==> config.mk <==
export PLATFORM = sky130hd
export DESIGN_NAME = floating_point_divider
export DESIGN_NICKNAME = d
export VERILOG_FILES = /design/src/rtl/floating_point_divider.sv
export SDC_FILE = /design/constraint.sdc
export NUM_CORES = 1
export LEC_CHECK = 0
export BUFFER_PORTS_ARGS = -buffer_cell sky130_fd_sc_hd__buf_2
export CORE_MARGIN = 2
export CORE_UTILIZATION = 37
export CTS_CLUSTER_SIZE = 24
export DETAILED_ROUTE_END_ITERATION = 12
export SKIP_CTS_REPAIR_TIMING = 1
export SLEW_MARGIN = 10
export SYNTH_ARGS = -nofsm -noshare
export SYNTH_HDL_FRONTEND = slang
export SYNTH_SLANG_ARGS = --single-unit
==> constraint.sdc <==
create_clock -name clk -period 2.9 [get_ports clk]
set_input_delay 0.58 -clock clk [delete_from_list [all_inputs] [get_ports clk]]
set_output_delay 0.58 -clock clk [all_outputs]
set_load 0.1 [all_outputs]
==> src/rtl/floating_point_divider.sv <==
// Sequential FP32 divider: 26-step restoring mantissa division behind valid/ready handshakes.
// Define FP_DIV_RNE_EN for round-to-nearest-even; otherwise the quotient mantissa is truncated.
module floating_point_divider (
    input  logic        clk,
    input  logic        rst_n,
    input  logic        in_valid,
    output logic        in_ready,
    input  logic [31:0] a,
    input  logic [31:0] b,
    output logic        out_valid,
    input  logic        out_ready,
    output logic [31:0] p,
    output logic [3:0]  flags
);

    typedef enum logic [1:0] {IDLE, DIV, NORM, DONE} state_t;

    localparam logic [31:0] QNAN = 32'h7FC0_0000;

    state_t             state;
    logic               sign;
    logic signed [9:0]  e_diff;
    logic [23:0]        mb;
    logic [24:0]        rem;
    logic [25:0]        quo;
    logic [4:0]         cnt;

    // Operand classification on the raw inputs, used only at the accept edge.
    logic [7:0] a_exp, b_exp;
    logic       a_zero, b_zero, a_inf, b_inf, a_nan, b_nan;
    logic       res_sign;

    assign a_exp    = a[30:23];
    assign b_exp    = b[30:23];
    assign a_zero   = (a_exp == 8'd0);
    assign b_zero   = (b_exp == 8'd0);
    assign a_inf    = (a_exp == 8'hFF) && (a[22:0] == 23'd0);
    assign b_inf    = (b_exp == 8'hFF) && (b[22:0] == 23'd0);
    assign a_nan    = (a_exp == 8'hFF) && (a[22:0] != 23'd0);
    assign b_nan    = (b_exp == 8'hFF) && (b[22:0] != 23'd0);
    assign res_sign = a[31] ^ b[31];

    assign in_ready  = (state == IDLE);
    assign out_valid = (state == DONE);

    logic        is_special;
    logic [31:0] special_p;
    logic [3:0]  special_flags;

    always_comb begin
        is_special    = 1'b1;
        special_p     = 32'd0;
        special_flags = 4'b0000;
        if (a_nan || b_nan || (a_zero && b_zero) || (a_inf && b_inf)) begin
            special_p     = QNAN;
            special_flags = 4'b1000;
        end else if (a_inf) begin
            special_p = {res_sign, 8'hFF, 23'd0};
        end else if (b_zero) begin
            special_p     = {res_sign, 8'hFF, 23'd0};
            special_flags = 4'b0100;
        end else if (b_inf || a_zero) begin
            special_p = {res_sign, 8'h00, 23'd0};
        end else begin
            is_special = 1'b0;
        end
    end

`ifdef FP_DIV_RNE_EN
    function automatic logic [23:0] round_rne(input logic [22:0] m, input logic g, input logic s);
        return {1'b0, m} + {23'd0, g & (s | m[0])};
    endfunction
`endif

    // Exponent range checks; returns {flags, p}.
    function automatic logic [35:0] saturate_pack(input logic s, input logic signed [9:0] e,
                                                  input logic [22:0] m);
        if (e >= 10'sd255)
            return {4'b0010, s, 8'hFF, 23'd0};
        else if (e <= 10'sd0)
            return {4'b0001, s, 8'h00, 23'd0};
        else
            return {4'b0000, s, e[7:0], m};
    endfunction

    logic [22:0]       mant_t;
    logic signed [9:0] e_t;
    logic [23:0]       mant_r;
    logic signed [9:0] e_r;
    logic [35:0]       packed_res;

    always_comb begin
        if (quo[25]) begin
            mant_t = quo[24:2];
            e_t    = e_diff + 10'sd127;
        end else begin
            mant_t = quo[23:1];
            e_t    = e_diff + 10'sd126;
        end
`ifdef FP_DIV_RNE_EN
        if (quo[25])
            mant_r = round_rne(mant_t, quo[1], quo[0] | (rem != 25'd0));
        else
            mant_r = round_rne(mant_t, quo[0], (rem != 25'd0));
`else
        mant_r = {1'b0, mant_t};
`endif
        e_r        = e_t + $signed({9'd0, mant_r[23]});
        packed_res = saturate_pack(sign, e_r, mant_r[22:0]);
    end

    always_ff @(posedge clk or negedge rst_n) begin
        if (!rst_n) begin
            state  <= IDLE;
            sign   <= 1'b0;
            e_diff <= 10'sd0;
            mb     <= 24'd0;
            rem    <= 25'd0;
            quo    <= 26'd0;
            cnt    <= 5'd0;
            p      <= 32'd0;
            flags  <= 4'b0000;
        end else begin
            case (state)
                IDLE: begin
                    if (in_valid) begin
                        flags <= 4'b0000;
                        sign  <= res_sign;
                        if (is_special) begin
                            p     <= special_p;
                            flags <= special_flags;
                            state <= DONE;
                        end else begin
                            e_diff <= $signed({2'b00, a_exp}) - $signed({2'b00, b_exp});
                            mb     <= {1'b1, b[22:0]};
                            rem    <= {2'b01, a[22:0]};
                            quo    <= 26'd0;
                            cnt    <= 5'd25;
                            state  <= DIV;
                        end
                    end
                end
                DIV: begin
                    // Remainder stays below 2*mb, so the shifted value always fits 25 bits.
                    if (rem >= {1'b0, mb}) begin
                        rem <= (rem - {1'b0, mb}) << 1;
                        quo <= {quo[24:0], 1'b1};
                    end else begin
                        rem <= rem << 1;
                        quo <= {quo[24:0], 1'b0};
                    end
                    cnt <= cnt - 5'd1;
                    if (cnt == 5'd0)
                        state <= NORM;
                end
                NORM: begin
                    p     <= packed_res[31:0];
                    flags <= packed_res[35:32];
                    state <= DONE;
                end
                DONE: begin
                    if (out_ready)
                        state <= IDLE;
                end
                default: state <= IDLE;
            endcase
        end
    end

endmodule

Yosys cells after proc, flatten, opt, wreduce, memory -nomap -nowiden
Index checks and enable logic that the tools add are counted.
{"block": "word_totals", "register_bits": 129, "inputBits": 68, "output_inout_bits": 38, "elab_cells": 92}
{"block": "op_classes", "add_sub_neg": 5, "n_lt_le_gt_ge": 3, "n_eq_ne": 10, "n_mux": 37, "bitwise": 2, "n_reduce_logical": 26}
{"op": "$mux 32", "n": 6}
{"op": "$mux 25", "n": 3}
{"op": "$pmux 32 s2", "n": 1}
{"op": "$mux 26", "n": 2}
{"op": "$pmux 26 s2", "n": 1}
{"op": "$pmux 25 s2", "n": 1}
{"op": "$logic_not 23->1", "n": 2}
{"op": "$reduce_bool 23->1", "n": 2}
{"op": "$mux 34", "n": 1}
{"op": "$mux 33", "n": 1}
{"op": "$ge 25x24->1", "n": 1}
{"op": "$sub 24x24->24", "n": 1}
{"op": "$mux 23", "n": 1}
{"op": "$add 10x8->10 const B", "n": 2}
{"op": "$eq 8x8->1 const B", "n": 2}
{"op": "$logic_not 8->1", "n": 2}
{"op": "$mux 4", "n": 3}
{"op": "$reduce_and 3->1", "n": 4}
{"op": "$ge 10x9->1 const B", "n": 1}
{"op": "$le 10x1->1 const B", "n": 1}
{"op": "$mux 10", "n": 1}
{"op": "$mux 5", "n": 2}
{"op": "$pmux 5 s2", "n": 1}
{"op": "$sub 8x8->9", "n": 1}
{"op": "18 further kinds", "n": 40}

Logic depth before layout (Yosys ltp)
Gate-level depths: netlist of run 1.
{"block": "logic_depth", "ltp_word": 10, "ltp_mapped": 14, "mapped_depth_nobuf": 13}

Worst setup path before layout of run 1
No wires, ideal clock.
{"block": "synth_path", "path_type": "reg2reg", "from": "register state[0]", "to": "register quo[16]", "setup_time_ps": 66, "arrival_time_ps": 2774, "required_time_ps": 2834, "slack_ps": 60, "path_stages_with_launch": 9, "path_buffers": 3, "synth_period_minus_slack_ps": 2840, "cell_sequence": "dfrtp_1 > inv_1 > ha_1 > clkbuf_1 > inv_1 > a21boi_1 > clkbuf_1 > clkbuf_1 > a22o_1"}
{"block": "synth_between", "elab_chain_cells": 3, "word_cells_on_any_way": 7, "cone_classes": "eq/ne: 3; mux: 1; reduce/logical: 3"}
{"element": "start: declaration", "line": "20", "source": "state_t state;"}
{"element": "start signal: assignment", "line": "114", "source": "state <= IDLE;"}
{"element": "start signal: assignment", "line": "132", "source": "state <= DONE;"}
{"element": "start signal: assignment", "line": "139", "source": "state <= DIV;"}
{"element": "$logic_not 2->1 (*)"}
{"element": "net in_ready", "line": "7", "source": "output logic in_ready,"}
{"element": "$ne 2x2->1 (no line) or $reduce_bool 2->1 (tied branches)"}
{"element": "$reduce_and 3->1 (no line)"}
{"element": "end signal: assignment", "line": "147", "source": "quo <= {quo[24:0], 1'b1};"}
{"element": "end signal: assignment", "line": "150", "source": "quo <= {quo[24:0], 1'b0};"}
{"element": "end: declaration", "line": "25", "source": "logic [25:0] quo;"}
The timed path passes the listed nets; every way through them passes the cells marked *.
A chain may end at the register's enable or synchronous reset.

Worst setup path in the final report of run 1
{"block": "layout_path", "from": "register mb[0]", "to": "register rem[23]"}
{"block": "layout_between", "elab_chain_cells": 3, "word_cells_on_any_way": 4, "cone_classes": "add/sub: 1; order compare: 1; mux: 2"}
{"element": "start: declaration", "line": "23", "source": "logic [23:0] mb;"}
{"element": "start signal: assignment", "line": "135", "source": "mb <= {1'b1, b[22:0]};"}
{"element": "$sub 24x24->24 or $ge 25x24->1 (tied branches)", "line": "146, 145"}
{"element": "$mux 25 (*)", "line": "145", "source": "if (rem >= {1'b0, mb}) begin"}
{"element": "$pmux 25 s2 (*)", "line": "124", "source": "case (state)"}
{"element": "end signal: assignment", "line": "136", "source": "rem <= {2'b01, a[22:0]};"}
{"element": "end signal: assignment", "line": "146", "source": "rem <= (rem - {1'b0, mb}) << 1;"}
{"element": "end signal: assignment", "line": "149", "source": "rem <= rem << 1;"}
{"element": "end: declaration", "line": "24", "source": "logic [24:0] rem;"}
Mark *: on every way between the ends. The rest lies on a longest branch, timed or not.

==> results of run 1 <==
-- through the flow --
stage / TNS (ns) / hold WS, ns / instances
after global routing: -0.0458 / 0.118 / 1207
after CTS: -0.0335 / 0.107 / 1203
after detailed placement: 0 / 0.452 / 1171
after floorplan: 0 / 0.284 / 801
after global placement: 0 / 0.433 / 1171
final: 0 / 0.109 / 1207
-- final timing paths --
check / cells after the start / end / from / slack [ns]
worst min-delay path: 1 / e_diff[7] / rst_n / 0.11
worst max-delay path: 12 / rem[23] / mb[0] / 0.18
worst max register to register: 12 / rem[23] / mb[0] / 0.18
min in group clk: 3 / rem[0] / a[0] / 0.40
worst min register to register: 2 / mb[23] / mb[23] / 0.46
max in group asynchronous: 2 / mb[23] / rst_n / 2.04
-- sequential cells by signal, indices dropped and copies added, names as in the netlist --
register	flops
p	32
quo	26
rem	25
mb	24
e_diff	9
cnt	5
flags	4
state	2
sign	1
-- cells in the final DEF (no fill, tap or decap), types with 25 or more instances in the layout --
| cell | count |
|---|---|
| mux2_2 | 28 |
| o21ai_0 | 48 |
| a22o_1 | 25 |
| buf_4 | 30 |
| buf_2 | 104 |
| inv_1 | 55 |
| nor2_1 | 48 |
| dfrtp_1 | 128 |
| a21oi_1 | 34 |
| ha_1 | 40 |
| mux2i_1 | 35 |
| nand2_1 | 83 |
-- layer usage --
| metal | up-vias | track usage | wire [um] |
|---|---|---|---|
| met4 | 0 | 0.0524 | 242 |
| met2 | 151 | 0.283 | 8740 |
| met5 | - | 0 | 0 |
| li1 | 3166 | - | - |
| met1 | 3080 | 0.252 | 9390 |
| met3 | 20 | 0.0367 | 880 |
-- power by group through the flow --
stage	Sequential (mW)	Combinational [mW]	Clock (mW)
after floorplan	3.54	4.62	0
after global placement	2.93	6.83	0
after detailed placement	2.95	6.85	0
after CTS	2.92	6.90	2.16
after global routing	3.02	7.98	2.26
final	2.92	7.23	2.11
-- final cells by class --
| cell class | instances | area, um2 | area share |
|---|---|---|---|
| timing repair buffer | 137 | 788 | 0.0843 |
| clock inverter | 15 | 165 | 0.0177 |
| sequential | 128 | 3200 | 0.343 |
| tap | 270 | 338 | 0.0361 |
| inverter | 55 | 206 | 0.0221 |
| clock buffer | 17 | 425 | 0.0455 |
| multi-input combinational | 585 | 4230 | 0.452 |
-- kinds of logic (layout without fill, tap and decap cells) --
| kind of cell | Yosys count | in the layout | share of synthesized area |
|---|---|---|---|
| multiplexers | 63 | 63 | 0.0870 |
| adder cells (fa/ha/maj) | 43 | 43 | 0.0723 |
| buffers and inverters | 90 | 224 | 0.0486 |
| AND/OR/NAND/NOR | 220 | 222 | 0.140 |
| AO/OA/AOI/OAI | 226 | 226 | 0.198 |
| flip-flops | 128 | 128 | 0.419 |
| XOR/XNOR | 31 | 31 | 0.0355 |
-- worst max-delay path: stages, from the launching register on --
cell and delay, ns:
dfrtp_1 0.38, ha_1 0.22, fa_1 0.42, nor2b_1 0.17, o31a_1 0.18, o31a_1 0.22, o21ai_4 0.11, o31ai_4 0.28
a21oi_2 0.11, o21ai_1 0.18, xor2_1 0.16, mux2i_1 0.08, a21oi_1 0.14
==> results.md, run 1 <==
- Crit path required time: 3.24 ns
- DR vias/cell: 5.32
- Nets: 1035
- Slew HR: 0.580
- Antenna diodes: 0
- Async set-reset flop share out of synthesis: 1.00
- First-pass GRT wire length: 31.7 mm
- Post-synthesis register bit count: 128
- Drt pass-1 iters: 5
- Sw Ratio: 0.478
- Residual DRC: 0
- Routed WL: 19.2 mm
- Final Slew Violations: 0
- Synth top area cells: dfrtp_1 42%, ha_1 6.7%, mux2i_1 4.6%
- GPL Wtd Cong: 0.883
- Vias: 6417
- CP max FO: 3
- VDD IR max: 0.000665 V
- CTS clk-pin slew, worst paths: 0.06 ns
- Crit path DAT: 3.06 ns
- PortBufs: 105
- P_sw: 5.86 mW
- Post-DP HPWL: 14.0 mm
- # clock sinks: 128
- Syn nets: 912
- Setup-failing EPs final: 0
- WS Path Type: reg -> reg
- Synthesized area per cell: 9.55 um2
- Mapped Area: 0.00765 mm2
- Share of the synthesized area in the top cell type: 0.419
- Sequential power share: 0.238
- Post-synth EDFFs: 0
- Initial DRC Count: 438
- Yosys warns: 0
- Internal power: 6.40 mW
- Vias in the first global route: 6296
- Initial antenna violation count: 0
- WL per Instance: 15.9 um
- Static leakage: 4.42 nW
- Final Util: 0.462
- Longest Clk Path Bufs: 2
- PwrDens: 1310 mW/mm2
- Outcome: complete, no violations
- Row Count: 52
- Worst Hold Class: in -> async
- Total grt overflow: 0
- Prevailing post-synth register cell: dfrtp_1
- Die Y: 148 um
- Max Cap Viol: 0
- Startpoint types: flip-flop
- CTS Root Cell: clkbuf_16
- Post-route ant nets: 0
- Placed inst area: 0.00861 mm2
- Crit. End Element: flip-flop
- Die area: 0.0218 mm2
- CTS tree: yes
- Post-synthesis sequential area ratio: 0.419
- Count of final hold-check violations: 0
- Initial Utilization: 0.378
- Design area: 0.00935 mm2
- H-Tree Depth: 4
- Filler cells: 1971
- Fin crit share: 0.938
- Pre-CTS setup slack: 0.0187 ns
- Cells after synthesis: 801
- Clock Skews: 0.0108 ns
- Global Route Usage Sum: 0.180
- Worst skew pair latency: 0.42 ns
- Power, Total: 12.3 mW
- Maximum clock rate: 0.368 GHz
- Area leader, netlist: dfrtp_1
- Floorplan Core Area: 0.0202 mm2
- Die width: 148 um
- Layout cells sized above 1: 0.252
- Area Growth Syn to Fin: 22.2%
- I/O pin cnt: 106
- Total CTS buffers: 17
- Combinational power share: 0.589
- RSZ-0062 raised after global routing: true
- Synth top cells by count: 128 x dfrtp_1, 84 x nand2_1, 55 x inv_1
- Setup ws final: 0.180 ns
- Clk pwr share: 0.172
- Yosys cell types: 59
- Top-count cell post-synth: dfrtp_1
- Worst Tran Pin Value: 0.629 ns
- Period minus WS final: 2.72 ns
- Largest net degree at the start of global routing: 78
No activity file was read; power rests on OpenSTA's default activity.
==> run 2, diff against run 1 <==
--- a/config.mk
+++ b/config.mk
@@ -5,11 +5,14 @@
 export SDC_FILE = /design/constraint.sdc
 export NUM_CORES = 1
 export LEC_CHECK = 0
+export ABC_AREA = 1
 export BUFFER_PORTS_ARGS = -buffer_cell sky130_fd_sc_hd__buf_2
 export CORE_MARGIN = 2
-export CORE_UTILIZATION = 37
+export CORE_UTILIZATION = 54
 export CTS_CLUSTER_SIZE = 24
 export DETAILED_ROUTE_END_ITERATION = 12
+export PLACE_DENSITY = 0.78
+export REMOVE_ABC_BUFFERS = 1
 export SKIP_CTS_REPAIR_TIMING = 1
 export SLEW_MARGIN = 10
 export SYNTH_ARGS = -nofsm -noshare
==> run 2 against run 1 <==
  * Global-route usage increased by 8.5 points
  * Cell area increased by 6.9%
  * Clock-buffer cell count unchanged
  * Routed wire length increased by 16%
  * Register-to-register slack improved by 0.14 ns
  * Core utilization increased by 17 points
  * Area after synthesis increased by 14%
  * Largest cell class unchanged
==> results.md, run 2 <==
- Slowest-stage cell, CP: dfrtp_1
- First-pass GRT wire length: 37.8 mm (+19%)
- CP dominant cell by count: nand2_1
- Post-synthesis sequential area ratio: 0.366 (-0.0525)
- Crit path required time: 3.21 ns (-0.03 ns)
- Largest stage delay, worst path: 0.40 ns (-0.02 ns)
- Worst Hold Class: in -> async
- GRT met3 Usage: 0.0363 (-0.000463)
- Drt pass-1 iters: 5 (unchanged)
- Largest Register: p
- Clock Skews: 0.00940 ns (-0.00142 ns)
- Startpoint types: flip-flop
- Count of final hold-check violations: 0 (unchanged)
- Worst skew pair latency: 0.43 ns (about the same)
- Global Route Usage Sum: 0.265 (+0.0853)
- Fin crit share: 0.888 (-0.0499)
- Total grt overflow: 0 (unchanged)
- Worst Tran Pin Value: 0.719 ns (+0.0898 ns)
- Slew HR: 0.520 (-0.0593)
- Launch point of the worst path: rem[2]
- CTS tree: yes
- Most Crowded Layer GR: met2
- H-Tree Depth: 4 (unchanged)
- Mapped Area: 0.00875 mm2 (+14%)
- Max Cap Viol: 0 (unchanged)
- Die width: 131 um (-11%)
- CTS Root Cell: clkbuf_16
- Multi-input logic area: 0.00469 mm2 (+11%)
- Area leader, netlist: dfrtp_1
- Most frequent cells in the layout: 357 x nand2_1, 146 x inv_1, 128 x dfrtp_1
- Area Growth Syn to Fin: 14.3%
- Vias in the first global route: 7865 (+25%)
- Synthesized area per cell: 7.17 um2 (-25%)
- Layout cells sized above 1: 0.157 (-0.0945)
- Crit path cell chain: ha_1 -> a21oi_1 -> nand2_1 -> nand2_1 -> nand2_1 -> nand2_1 -> nand2_1 -> nand2_2 -> nand3_4 -> or2_0 -> nand4_1 -> nand2_1
- WS Path Type: reg -> reg
- Final Slew Violations: 0 (unchanged)
- Vias: 8285 (+29%)
- Crit path DAT: 2.89 ns (-0.17 ns)
- Crit. End Element: flip-flop
- # clock sinks: 128 (unchanged)
- VDD IR max: 0.000582 V (-12%)
- Post-synthesis register bit count: 128 (unchanged)
- Filler cells: 1494 (-24%)
- Prevailing post-synth register cell: dfrtp_1
- Synth top cells by count: 357 x nand2_1, 146 x inv_1, 128 x dfrtp_1
- Top-count cell post-synth: nand2_1
- Yosys cell types: 45 (-24%)
- PortBufs: 105 (unchanged)
- Post-synth EDFFs: 0 (unchanged)
- Met1 GRT Util: 0.360 (+0.108)
- Largest register FFs: 32 (unchanged)
- Antenna diodes: 0 (unchanged)
- CTS clk-pin slew, worst paths: 0.06 ns (about the same)
- Post-DP HPWL: 16.7 mm (+19%)
- Outcome: complete, no violations
- Reg2reg start: rem[2]
- RSZ-0062 raised after global routing: false
- Post-route ant nets: 0 (unchanged)
- Maximum clock rate: 0.388 GHz (+5.6%)
- PwrDens: 1160 mW/mm2 (-12%)
- Synth top area cells: dfrtp_1 37%, nand2_1 15%, inv_1 6.3%
- Initial DRC Count: 545 (+24%)
- DR vias/cell: 5.37 (+0.93%)
- Most common cell after layout, fill and taps aside: nand2_1
- Row Count: 46 (-12%)
- Worst-case reg-to-reg path depth: 12 (unchanged)
- WL per Instance: 14.4 um (-9.6%)
- Nets: 1426 (+38%)
- Routed WL: 22.2 mm (+16%)
- Longest Clk Path Bufs: 2 (unchanged)
- Die Y: 131 um (-11%)
- Power, Total: 11.6 mW (-5.8%)
- Floorplan Core Area: 0.0159 mm2 (-21%)
- Biggest regs: p: 32 flops, quo: 26 flops, rem: 25 flops
- Setup-failing EPs final: 0 (unchanged)
- Async set-reset flop share out of synthesis: 1.00 (unchanged)
- Static leakage: 5.16 nW (+17%)
- Total CTS buffers: 17 (unchanged)
- Cells after synthesis: 1221 (+52%)
- Initial antenna violation count: 0 (unchanged)
- CP max FO: 28 (+25)
- Period minus WS final: 2.58 ns (-0.145 ns)
- Die area: 0.0172 mm2 (-21%)
- Met2 usage: 0.442 (+0.159)
- I/O pin cnt: 106 (unchanged)
- FF/Latch Area: 0.00320 mm2 (unchanged)
- Residual DRC: 0 (unchanged)
- Yosys warns: 0 (unchanged)
- Post-route setup TNS: 0 ns (unchanged)
- Initial Utilization: 0.551 (+0.173)
- Share of the synthesized area in the top cell type: 0.366 (-0.0525)
- Largest net degree at the start of global routing: 81 (+3.8%)
- Final Util: 0.629 (+0.167)
- GPL Wtd Cong: 1.00 (+13%)
run 2: changes by cell type in the layout (fill, tap and decap cells not counted), sizes merged, moves of 17 or more:
cell / change
a22o: -25
a22oi: -17
inv: +93
mux2: -28
mux2i: -35
nand2: +281
nand3: +105
nand4: +34
nor2: +67
o22ai: +20
run 2: where the power goes:
group / internal, mW / total (mW) / switching, mW
combinational: 2.02 / 6.81 / 4.79
sequential: 2.29 / 2.61 / 0.319
clock: 1.27 / 2.14 / 0.862
run 2: cell type report:
cell class | instances | area share
clock buffers | 17 | 0.0425
clock inverters | 15 | 0.0160
inverters | 153 | 0.0577
multi-input cells | 892 | 0.469
flip-flops and latches | 128 | 0.320
well taps | 216 | 0.0270
repair buffers | 123 | 0.0676
run 2: cell families after synthesis:
| logic type | Yosys count | share of synthesized area |
|---|---|---|
| flip-flops | 128 | 0.366 |
| AO/OA/AOI/OAI | 178 | 0.125 |
| XOR/XNOR | 16 | 0.0160 |
| buffers and inverters | 201 | 0.0984 |
| adder cells (fa/ha/maj) | 43 | 0.0632 |
| AND/OR/NAND/NOR | 655 | 0.332 |
run 2: per-stage QoR:
stage | worst slack [ns] | hold WS, ns | instances | area (um2)
after floorplan | -0.171 | 0.284 | 1173 | 8470
after global placement | 0.194 | 0.439 | 1512 | 9410
after detailed placement | 0.175 | 0.444 | 1512 | 9410
after CTS | 0.330 | 0.00737 | 1544 | 10000
after global routing | 0.116 | 0.0126 | 1544 | 10000
final | 0.325 | 0.00737 | 1544 | 10000
run 2: final timing paths:
path	end	slack (ns)
max in group asynchronous	rem[4]	2.19
min in group clk	mb[11]	0.37
max reg2reg	rem[21]	0.32
min reg2reg	mb[23]	0.45
max	rem[21]	0.32
min	quo[6]	0.007
run 2: worst max-delay path: cells and delay by family (launching register included):
kind	cells	cell delay, ns
adders and majority gates	1	0.35
DFF	1	0.40
AOI/OAI and AO/OA	1	0.21
and+or+nand+nor	10	1.47
run 2: per-layer routing:
metal / up-vias / routed length (um)
li1: 4186 / -
met1: 3826 / 10100
met2: 237 / 10700
met3: 36 / 987
met4: 0 / 411
met5: - / 0
==> run 3, diff against run 2 <==
--- a/config.mk
+++ b/config.mk
@@ -11,7 +11,7 @@
 export CORE_UTILIZATION = 54
 export CTS_CLUSTER_SIZE = 24
 export DETAILED_ROUTE_END_ITERATION = 12
-export PLACE_DENSITY = 0.78
+export PLACE_DENSITY = 0.87
 export REMOVE_ABC_BUFFERS = 1
 export SKIP_CTS_REPAIR_TIMING = 1
 export SLEW_MARGIN = 10
==> run 3 against run 2 <==
  * Sequential share of layout area down 0.27 points
  * Clock power up 6%
  * Critical path depth unchanged
  * Via count rose by 2.5%
  * First-iteration DRC count grew 34%
  * Critical endpoint unchanged
  * Sequential power about the same
  * Global-route usage grew 1.4 points
  * Die area unchanged
  * Critical path type unchanged
  * Hold slack gained 0.18 ns
  * Clock skew is essentially flat
  * Register-to-register slack got worse by 0.03 ns
==> results.md, run 3 (synthesis gave the netlist of run 2 again) <==
- Post-route setup TNS: 0 ns (unchanged)
- RSZ-0062 raised after global routing: false
- WL per Instance: 15.1 um (+5.0%)
- Most common cell after layout, fill and taps aside: nand2_1
- Crit path DAT: 2.91 ns (+0.02 ns)
- CTS Root Cell: clkbuf_16
- Biggest regs: p: 32 flops, quo: 26 flops, rem: 25 flops
- Outcome: complete, no violations
- Crit. End Element: flip-flop
- Max Cap Viol: 0 (unchanged)
- Reg2reg start: rem[2]
- I/O pin cnt: 106 (unchanged)
- Largest register FFs: 32 (unchanged)
- Filler cells: 1368 (-8.4%)
- Count of final hold-check violations: 0 (unchanged)
- Layout cells sized above 1: 0.155 (-0.00203)
- Maximum clock rate: 0.384 GHz (-1.1%)
- Longest Clk Path Bufs: 2 (unchanged)
- Final Slew Violations: 0 (unchanged)
- DR vias/cell: 5.51 (+2.6%)
- Crit path required time: 3.21 ns (about the same)
- Total grt overflow: 0 (unchanged)
- Initial antenna violation count: 0 (unchanged)
- CTS clk-pin slew, worst paths: 0.06 ns (about the same)
- Initial DRC Count: 731 (+34%)
- Sequential power share: 0.222 (-0.004)
- CP max FO: 28 (unchanged)
- Sw Ratio: 0.511 (-0.00587)
- Setup-failing EPs final: 0 (unchanged)
- Area Growth Syn to Fin: 15.2%
- Clock Skews: 0.00918 ns (-0.000226 ns)
- Slew HR: 0.527 (+0.00695)
- Die Y: 131 um (unchanged)
- RR Endpoint: rem[21]
- CP endpoint: rem[21]
- GPL Wtd Cong: 0.944 (-5.6%)
- Total CTS buffers: 17 (unchanged)
- CTS tree: yes
- Worst Tran Pin Value: 0.708 ns (-0.0112 ns)
- Combinational power share: 0.588 (-0.002)
- VDD IR max: 0.000591 V (+1.5%)
- PortBufs: 105 (unchanged)
- Post-route ant nets: 0 (unchanged)
- Fin crit share: 0.898 (+0.00982)
- Vias in the first global route: 8191 (+4.1%)
- WS Path Type: reg -> reg
- Dpl cells: 1511 (-0.066%)
- Vias: 8490 (+2.5%)
- Launch point of the worst path: rem[2]
- Worst skew pair latency: 0.43 ns (about the same)
- Floorplan Core Area: 0.0159 mm2 (unchanged)
- First-pass GRT wire length: 39.5 mm (+4.3%)
- Initial Utilization: 0.551 (unchanged)
- Die width: 131 um (unchanged)
- PwrDens: 1170 mW/mm2 (+1.6%)
- Worst-case reg-to-reg path depth: 12 (unchanged)
- Largest Register: p
- Static leakage: 5.20 nW (+0.76%)
- Clk pwr share: 0.191 (+0.006)
- # clock sinks: 128 (unchanged)
- Routed WL: 23.3 mm (+4.8%)
- Drt pass-1 iters: 5 (unchanged)
- Largest net degree at the start of global routing: 51 (-37%)
- Worst Hold Class: in -> async
- Antenna diodes: 0 (unchanged)
- Startpoint types: flip-flop
- Most frequent cells in the layout: 357 x nand2_1, 146 x inv_1, 128 x dfrtp_1
- Residual DRC: 0 (unchanged)
- Row Count: 46 (unchanged)
- Post-DP HPWL: 16.9 mm (+1.1%)
- Global Route Usage Sum: 0.279 (+0.0139)
- Die area: 0.0172 mm2 (unchanged)
- Final Non-Filler Cells: 1542 (-0.13%)
- H-Tree Depth: 4 (unchanged)
- Internal power: 5.79 mW (+3.7%)
- P_sw: 6.05 mW (+1.3%)
- Nets: 1425 (-0.070%)
- FF-to-FF setup slack: 0.30 ns (-0.03 ns)
- Period minus WS final: 2.60 ns (+0.0285 ns)
==> run 3: cell types whose count changed in the layout (fill, tap and decap cells not counted), moves of 2 or more <==
cell / change
buf_4: -6
buf_12: +5
clkinvlp_4: -4
bufinv_16: +2
clkinv_4: +2
==> run 3: worst min-delay path by stage <==
stage / from / endpoint / slack [ns] / cells after the start
3_3_place_gp: mb[23] / mb[23] / 0.45 / 2
5_1_grt: rst_n / p[9] / 0.25 / 1
6_report: rst_n / p[9] / 0.19 / 1
3_5_place_dp: mb[23] / mb[23] / 0.46 / 2
4_1_cts: rst_n / p[9] / 0.21 / 1
2_1_floorplan: rst_n / cnt[0] / 0.28 / 0
==> run 3: cell type report <==
type / count / area (um2) / area share
Clock inverter: 13 / 188 / 0.0186
Sequential cell: 128 / 3200 / 0.318
Timing Repair Buffer: 122 / 731 / 0.0725
Inverter: 153 / 577 / 0.0572
Tap cell: 216 / 270 / 0.0268
Multi-Input combinational cell: 892 / 4690 / 0.465
Clock buffer: 18 / 429 / 0.0426
==> run 3: critical path: stages, from the launching register on <==
cell and delay [ns]:
dfrtp_1 0.40, ha_1 0.35, a21oi_1 0.19, nand2_1 0.16, nand2_1 0.09, nand2_1 0.12, nand2_1 0.10, nand2_1 0.14
nand2_2 0.15, nand3_4 0.31, or2_0 0.32, nand4_1 0.09, nand2_1 0.06
==> run 3: power by group through the flow <==
stage	Combinational, mW	Sequential [mW]	Clock, mW
after floorplan	4.58	3.09	0
after global placement	6.66	2.61	0
after detailed placement	6.82	2.64	0
after CTS	6.89	2.61	2.26
after global routing	7.77	2.68	2.35
final	6.96	2.62	2.26
==> run 3: routing by layer <==
metal / track usage / vias up / part of all wire
met1: 0.353 / 3932 / 0.43
li1: - / 4197 / -
met2: 0.474 / 320 / 0.49
met3: 0.0594 / 41 / 0.064
met5: 0 / - / 0
met4: 0.0996 / 0 / 0.021
==> run 3: per-stage QoR <==
stage	power [mW]	utilization	worst slack, ns	hold slack [ns]	instance area [um2]
6_report	11.8	0.635	0.296	0.190	10100
5_1_grt	12.8	0.635	0.0545	0.246	10100
2_1_floorplan	7.68	-	-0.171	0.284	8470
3_3_place_gp	9.27	0.596	0.358	0.450	9470
4_1_cts	11.8	0.635	0.319	0.215	10100
3_5_place_dp	9.45	0.596	0.264	0.460	9470
